`src/rtl/enc_pkg.sv`:
```
// enc_pkg: shared widths and chunking helpers for the HDC encoder bundler.
package enc_pkg;
    localparam int FEATURE_COUNT_DEF = 617;

    function automatic int cnt_w(input int n);
        return $clog2(n + 1);
    endfunction

    function automatic int num_chunks(input int fc, input int cw);
        return (fc + cw - 1) / cw;
    endfunction

    // features carried by the final beat; the rest of that beat is padding
    function automatic int tail_bits(input int fc, input int cw);
        return fc - (num_chunks(fc, cw) - 1) * cw;
    endfunction
endpackage

```
`src/rtl/popcount_tree.sv`:
```
// popcount_tree: combinational balanced adder tree counting ones in bits.
module popcount_tree
    import enc_pkg::*;
#(
    parameter int WIDTH = 64
) (
    input  logic [WIDTH-1:0]        bits,
    output logic [cnt_w(WIDTH)-1:0] cnt
);
    localparam int OW = cnt_w(WIDTH);
    if (WIDTH == 1) begin : g_leaf
        assign cnt = bits;
    end else begin : g_node
        localparam int LO = WIDTH / 2;
        localparam int HI = WIDTH - LO;
        logic [cnt_w(LO)-1:0] lo_cnt;
        logic [cnt_w(HI)-1:0] hi_cnt;
        popcount_tree #(.WIDTH(LO)) u_lo (.bits(bits[LO-1:0]), .cnt(lo_cnt));
        popcount_tree #(.WIDTH(HI)) u_hi (.bits(bits[WIDTH-1:LO]), .cnt(hi_cnt));
        assign cnt = OW'(lo_cnt) + OW'(hi_cnt);
    end
endmodule

```
`src/rtl/enc_bundler_seq.sv`:
```
// enc_bundler_seq: chunked per-lane popcount accumulator with thresholded majority output.
module enc_bundler_seq
    import enc_pkg::*;
#(
    parameter int FEATURE_COUNT = FEATURE_COUNT_DEF,
    parameter int CHUNK_W       = 64,
    parameter int LANES         = 4
) (
    input  logic                                clk,
    input  logic                                rst,
    input  logic                                clear,
    input  logic [cnt_w(FEATURE_COUNT)-1:0]     thr,
    input  logic                                in_valid,
    output logic                                in_ready,
    input  logic [LANES*CHUNK_W-1:0]            in_bits,
    output logic                                out_valid,
    input  logic                                out_ready,
    output logic [LANES-1:0]                    out_bits,
    output logic [LANES*cnt_w(FEATURE_COUNT)-1:0] out_sum
);
    localparam int NUM_CHUNKS = num_chunks(FEATURE_COUNT, CHUNK_W);
    localparam int POP_W      = cnt_w(CHUNK_W);
    localparam int ACC_W      = cnt_w(FEATURE_COUNT);
    localparam int CNT_W      = cnt_w(NUM_CHUNKS);
    localparam logic [CHUNK_W-1:0] TAIL_MASK =
        {CHUNK_W{1'b1}} >> (CHUNK_W - tail_bits(FEATURE_COUNT, CHUNK_W));

    logic             stall, accept, first, last, load;
    logic [CNT_W-1:0] chunk_q;
    logic [ACC_W-1:0] thr_q, p_thr;
    logic             p_valid, p_first, p_last;
    logic [POP_W-1:0] pop [LANES];
    logic [POP_W-1:0] pop_q [LANES];
    logic [ACC_W-1:0] acc_q [LANES];
    logic [ACC_W-1:0] acc_d [LANES];

    assign stall    = out_valid && !out_ready;
    assign in_ready = !stall;
    assign accept   = in_valid && in_ready && !clear;
    assign first    = chunk_q == '0;
    assign last     = chunk_q == CNT_W'(NUM_CHUNKS - 1);
    assign load     = p_valid && p_last && !stall;

    for (genvar l = 0; l < LANES; l++) begin : g_lane
        logic [CHUNK_W-1:0] bits;
        assign bits = in_bits[l*CHUNK_W +: CHUNK_W] & (last ? TAIL_MASK : {CHUNK_W{1'b1}});
        popcount_tree #(.WIDTH(CHUNK_W)) u_pop (.bits(bits), .cnt(pop[l]));
        assign acc_d[l] = (p_first ? '0 : acc_q[l]) + ACC_W'(pop_q[l]);
    end

    // p_thr travels with each beat so the compare uses the value sampled at chunk 0
    always_ff @(posedge clk) begin
        if (rst || clear) begin
            chunk_q   <= '0;
            p_valid   <= 1'b0;
            out_valid <= 1'b0;
            for (int l = 0; l < LANES; l++) acc_q[l] <= '0;
            if (rst) begin
                thr_q    <= '0;
                out_bits <= '0;
                out_sum  <= '0;
            end
        end else begin
            if (accept) begin
                chunk_q <= last ? '0 : chunk_q + 1'b1;
                if (first) thr_q <= thr;
            end
            if (!stall) begin
                p_valid <= accept;
                p_first <= first;
                p_last  <= last;
                p_thr   <= first ? thr : thr_q;
                for (int l = 0; l < LANES; l++) pop_q[l] <= pop[l];
                if (p_valid) for (int l = 0; l < LANES; l++) acc_q[l] <= acc_d[l];
            end
            if (load) begin
                out_valid <= 1'b1;
                for (int l = 0; l < LANES; l++) begin
                    out_sum[l*ACC_W +: ACC_W] <= acc_d[l];
                    out_bits[l]               <= acc_d[l] > p_thr;
                end
            end else if (out_ready) begin
                out_valid <= 1'b0;
            end
        end
    end
endmodule

```
`config.mk`:
```
export PLATFORM = sky130hd
export DESIGN_NAME = enc_bundler_seq
export DESIGN_NICKNAME = d
export VERILOG_FILES = /design/src/rtl/enc_pkg.sv /design/src/rtl/popcount_tree.sv /design/src/rtl/enc_bundler_seq.sv
export SDC_FILE = /design/constraint.sdc
export NUM_CORES = 1
export LEC_CHECK = 0
export ABC_AREA = 0
export BUFFER_PORTS_ARGS = -buffer_cell sky130_fd_sc_hd__buf_4
export CORE_UTILIZATION = 34
export CTS_BUF_LIST = sky130_fd_sc_hd__clkbuf_2
export CTS_CLUSTER_DIAMETER = 80
export DETAILED_ROUTE_END_ITERATION = 10
export HOLD_SLACK_MARGIN = 0.05
export PLACE_DENSITY = 0.61
export SYNTH_ARGS = -nofsm -noshare
export SYNTH_HDL_FRONTEND = slang
export SYNTH_SLANG_ARGS = --single-unit
export TNS_END_PERCENT = 100
```
`constraint.sdc`:
```
create_clock -name clk -period 9.8 [get_ports clk]
set_clock_uncertainty 0.1 [all_clocks]
set_input_delay 2.45 -clock clk [delete_from_list [all_inputs] [get_ports clk]]
set_output_delay 2.45 -clock clk [all_outputs]
set_load 0.02 [all_outputs]
```
# ---- Yosys cells after proc, flatten, opt, wreduce, memory -nomap -nowiden
# Memories as Yosys holds them, arrays and structs flattened.
# Index checks and enable logic that the tools add are counted.
dict set report totals {
  in_bits 271
  ramBits 68
  output_inout_bits 46
  elab_cells 331
  mem_count 2
  ff_bits 72
}
# name words width rd rd_clocked_by_memory_dff wr line
set mem_list {}
lappend mem_list {acc_q 4 10 4 0 4 enc_bundler_seq.sv:34} ;# logic [ACC_W-1:0] acc_q [LANES];
lappend mem_list {pop_q 4 7 4 0 4 enc_bundler_seq.sv:33} ;# logic [POP_W-1:0] pop_q [LANES];
dict set report op_classes {
  order_cmp 4
  n_mux 31
  bitwise_logic 10
  n_addsub 257
  n_reduce_logical 16
  n_eq_ne 2
}
# cell count
set op_table {}
lappend op_table {{$add 1x1->2} 128}
lappend op_table {{$and 64x64->64} 4}
lappend op_table {{$add 2x2->3} 64}
lappend op_table {{$add 3x3->4} 32}
lappend op_table {{$mux 10} 12}
lappend op_table {{$mux 40} 3}
lappend op_table {{$add 4x4->5} 16}
lappend op_table {{$mux 64} 1}
lappend op_table {{$add 5x5->6} 8}
lappend op_table {{$add 10x7->10} 4}
lappend op_table {{$gt 10x10->1} 4}
lappend op_table {{$add 6x6->7} 4}
lappend op_table {{$mux 4} 4}
lappend op_table {{$mux 1} 11}
lappend op_table {{$reduce_and 2->1} 3}
lappend op_table {{$reduce_bool 2->1} 3}
lappend op_table {{$logic_and 1x1->1} 5}
lappend op_table {{$add 4x1->4 const B} 1}
lappend op_table {{$eq 4x4->1 const B} 1}
lappend op_table {{$logic_not 4->1} 1}
lappend op_table {{$or 1x1->1} 4}
lappend op_table {{$logic_not 1->1} 3}
lappend op_table {{$ne 2x2->1 const B} 1}
lappend op_table {{$not 1->1} 2}
lappend op_table {{$logic_or 1x1->1} 1}

# ---- Longest topological paths before layout
dict set report depth {
  ltp_word 9
  ltp_mapped 24
  mapped_depth_nobuf 22
}

# ---- Modules after synthesis
# Synthesis repeated with hierarchy kept, for this count alone.
dict set report unflattened {
  hier_cells 2492
  hier_area_um2 22715.5
}
# mod cells_each n_inst seq_area_each_um2 area_each_um2
set by_module_without_submodules {}
lappend by_module_without_submodules {enc_bundler_seq 772 1 4144.0 8441.8}
lappend by_module_without_submodules {{popcount_tree at g_lane[0].u_pop.g_node.u_hi.g_node.u_hi.g_node.u_hi.g_node.u_hi ...} 7 64 0.0 51.3}
lappend by_module_without_submodules {{popcount_tree at g_lane[0].u_pop.g_node.u_hi.g_node.u_hi.g_node.u_hi ...} 12 32 0.0 95.1}
lappend by_module_without_submodules {{popcount_tree at g_lane[0].u_pop.g_node.u_hi.g_node.u_hi ...} 16 16 0.0 136.4}
lappend by_module_without_submodules {{popcount_tree at g_lane[0].u_pop.g_node.u_hi.g_node.u_hi.g_node.u_hi.g_node.u_hi.g_node.u_hi.g_node.u_hi ...} 1 256 0.0 7.5}
lappend by_module_without_submodules {{popcount_tree at g_lane[0].u_pop.g_node.u_hi.g_node.u_hi.g_node.u_hi.g_node.u_hi.g_node.u_hi ...} 1 128 0.0 12.5}
lappend by_module_without_submodules {{popcount_tree at g_lane[0].u_pop.g_node.u_hi ...} 17 8 0.0 158.9}
lappend by_module_without_submodules {{popcount_tree at g_lane[0].u_pop ...} 28 4 0.0 242.7}

# ---- Least setup slack after synthesis
# No wires, ideal clock.
dict set report synth_timing {
  kind {input -> register}
  startpoint {in in_bits[35]}
  endpoint {mem pop_q[0][6] (netlist name), data pin}
  path_buffers 0
  stages 18
  arrival_ps 7666
  slack_ps 1769
  cell_sequence {inv_1 > fa_1 > inv_1 > fa_1 > fa_1 > inv_1 > fa_1 > inv_1 > fa_1 > fa_1 > fa_1 > inv_1 > fa_1 > inv_1 > fa_1 > a21o_1 > a21oi_1 > o21ai_0}
}
# item line
set synth_lines {}
lappend synth_lines {{start: declaration} enc_bundler_seq.sv:15} ;# input logic [LANES*CHUNK_W-1:0] in_bits,
lappend synth_lines {{end: declaration} enc_bundler_seq.sv:33}

==> impl_metrics.env <==
export IMPL_outcome="completed"
export IMPL_maxSlewHeadroom_pct=27.8
export IMPL_synth_top_area_share_pct=29.8
export IMPL_viasPerCell=4.46
export IMPL_syn_area_per_cell_sq_um=10.5
export IMPL_rows=76
export IMPL_max_freq_mhz=133
export IMPL_finalSetupViolCount=0
export IMPL_cp_data_arrival_time_ns=7.94
export IMPL_cts_max_level=4
export IMPL_syn_nets=2033
export IMPL_maxCapViolations=0
export IMPL_crit_top_cell="fa_1"
export IMPL_synth_compound_area_share_pct=7.60
export IMPL_synthSimpleGateAreaFrac_pct=10.1
export IMPL_fin_crit_ns=7.51
export IMPL_io_buffers=316
export IMPL_grt_pass1_vias=11150
export IMPL_route_detailed_drc=0
export IMPL_grt_pass1_wl_um=56100
export IMPL_coreArea_sq_mm=0.0430
export IMPL_placed_cells=2292
export IMPL_path_class="input pin to register"
export IMPL_report_final_hold_viol_count=0
export IMPL_synth_area_sq_mm=0.0148
export IMPL_fillers=4220
export IMPL_synthAdderAreaFrac_pct=40.6
export IMPL_insertion_delay_ns=0.76
export IMPL_dieArea_sq_mm=0.0443
export IMPL_synth_distinct_cells=40
export IMPL_synthArstFlopShare_pct=0
export IMPL_cts_resized_gates=0
export IMPL_syn_inst=1414
export IMPL_hp_class="register to register"
export IMPL_first_pass_iters=6
export IMPL_synthMuxAreaShare_pct=0.990
export IMPL_start_util_pct=34.4
export IMPL_ys_ff_latch=140
export IMPL_grt_max_degree=54
export IMPL_synth_top_family_by_area="adder cells"
export IMPL_ys_flop_type="edfxtp_1"
export IMPL_rsz0062_at_grt="false"
export IMPL_crit_buf_inv=5
export IMPL_synth_xor_area_share_pct=2.49
export IMPL_final_antenna_net_count=0
export IMPL_dp_hpwl_um=29900
export IMPL_synth_top_area_cell="fa_1"
export IMPL_post_cts_buffers=0
export IMPL_cts_tree="done"
export IMPL_cp_slowest_stage_delay_ns=0.54
export IMPL_gp_congestion=0.837
export IMPL_required_ns=10.23
export IMPL_area_growth_pct=22.2
export IMPL_chipWidth_um=211
export IMPL_yosysWarningCount=0
export IMPL_drive_above_1_share_pct=21.8
export IMPL_cp_cell_sequence="buf_4 -> and2_1 -> fa_1 -> inv_1 -> fa_1 -> inv_1 -> fa_1 -> inv_1 -> fa_1 -> fa_1 -> fa_1 -> fa_1 -> fa_1 -> inv_1 -> ha_1 -> fa_1 -> a21oi_1 -> o21ai_0 -> a21oi_1 -> o21bai_1"
export IMPL_routed_wl_um=34900
export IMPL_critPathSlowestCell="fa_1"
export IMPL_clkTransAtPathRegs_ns=0.26
export IMPL_synth_edf_count=134
export IMPL_worst_pin_slew_ns=1.08
export IMPL_fin_nets=2345
export IMPL_antenna_found_initial=3
export IMPL_multi_input_area_sq_mm=0.00917
export IMPL_grtUsageTotal_pct=16.3
export IMPL_finalCritPeriodShare_pct=76.6
export IMPL_cts_max_path_buffers=2
export IMPL_ctsRootBufferMaster="clkbuf_2"
export IMPL_tns_ns=0
export IMPL_clock_sinks=140
export IMPL_ctsHoldBuffers=0
export IMPL_seq_area_frac_synth_pct=28.0
export IMPL_drv_slew=0
export IMPL_crit_family="adder cells"
export IMPL_cts_buffers=17
export IMPL_synth_area_leaders="fa_1 30%, edfxtp_1 27%, ha_1 11%"
export IMPL_vias=10373
export IMPL_critPathMaxFanout=2
export IMPL_final_cells=2325
export IMPL_io_pins=317
export IMPL_r2r_setup_slack_ns=2.39
export IMPL_end_kind="register"
export IMPL_dr_first_iter_drc_count=374
export IMPL_avgRoutedWirePerCell_um=15.0
export IMPL_overflow=0
export IMPL_die_y_um=211
export IMPL_cp_start_kind="input pin"
export IMPL_layout_area_seq_sq_mm=0.00414
==> tightest hold or removal path, delay by kind of cell, from the launching register on <==
kind	cells	cell delay [ns]
and+or+nand+nor	1	0.08
AOI/OAI and AO/OA	1	0.07
DFF	1	0.42
==> synth_stat cells (4+ instances only) <==
cell	count
nand3_1	12
a21oi_1	69
xor2_1	19
fa_1	220
dfxtp_1	6
o21ai_1	16
nand2_1	94
ha_1	128
mux2_4	9
and3_1	8
nand4_1	5
a211o_1	11
a211oi_1	13
clkbuf_1	12
o21ai_0	12
a21o_1	23
nor2_1	69
inv_1	363
and2_1	61
nand2b_1	12
o211ai_2	4
edfxtp_1	134
buf_2	16
nor2b_1	37
o211ai_1	19
xnor2_1	23
==> final timing paths <==
kind	from	to	cells after the start
worst max-delay path	in_bits[185]	pop_q[2][6]	20
worst min-delay path	p_valid	out_valid	2
worst max register to register	chunk_q[1]	pop_q[2][6]	22
worst min register to register	p_valid	out_valid	2
==> layout make-up <==
class,count,share of cell area [%]
flip-flops and latches,140,22.9
clock inverters,14,0.831
multi-input cells,880,50.7
clock buffers,18,0.498
well taps,585,4.05
inverters,365,7.58
repair buffers,322,13.4
diodes,1,0.0138
==> cell usage in the layout, fill, tap and decap left out, types with 18 or more instances in the layout <==
master / n
inv_1: 363
buf_4: 322
fa_1: 220
edfxtp_1: 134
ha_1: 128
nand2_1: 94
a21oi_1: 69
nor2_1: 67
and2_1: 61
nor2b_1: 37
xnor2_1: 23
a21o_1: 22
o211ai_1: 19
xor2_1: 19
clkbuf_2: 18
==> state kept, by name (all words and copies together) (netlist names), 4 cells and up <==
register  count
chunk_q       4
thr_q        10
acc_q        40
out_sum      40
out_bits      4
pop_q        28
p_thr        10
==> through the flow <==
| step | util (%) | area, sq um | hold WS (ns) | setup WS (ns) |
|---|---|---|---|---|
| finish | 42.1 | 18100 | 0.470 | 2.29 |
| global placement | 41.5 | 17800 | 0.411 | 1.52 |
| CTS | 42.1 | 18100 | 0.468 | 2.32 |
| global route | 42.1 | 18100 | 0.494 | 1.93 |
| detailed placement | 41.5 | 17800 | 0.434 | 1.45 |
| floorplan | - | 14800 | 0.371 | 1.77 |
==> routing by layer <==
| metal | wire (um) | up-vias | global-route usage [%] |
|---|---|---|---|
| li1 | - | 5054 | - |
| met1 | 15200 | 5078 | 20.8 |
| met2 | 17800 | 201 | 28.6 |
| met3 | 1390 | 36 | 2.52 |
| met4 | 529 | 4 | 4.10 |
| met5 | 32 | - | 0 |
==> cell families after synthesis <==
family                     after synthesis
buffers and inverters                  394
DFF                                    140
adders and majority gates              348
xor gates and xnor gates                42
and+or+nand+nor                        304
muxes                                   10
AOI/OAI and AO/OA                      176
Power is left out: the tool's default activity adds up to more than one toggle a clock period on the data nets, which glitch-free logic cannot reach.
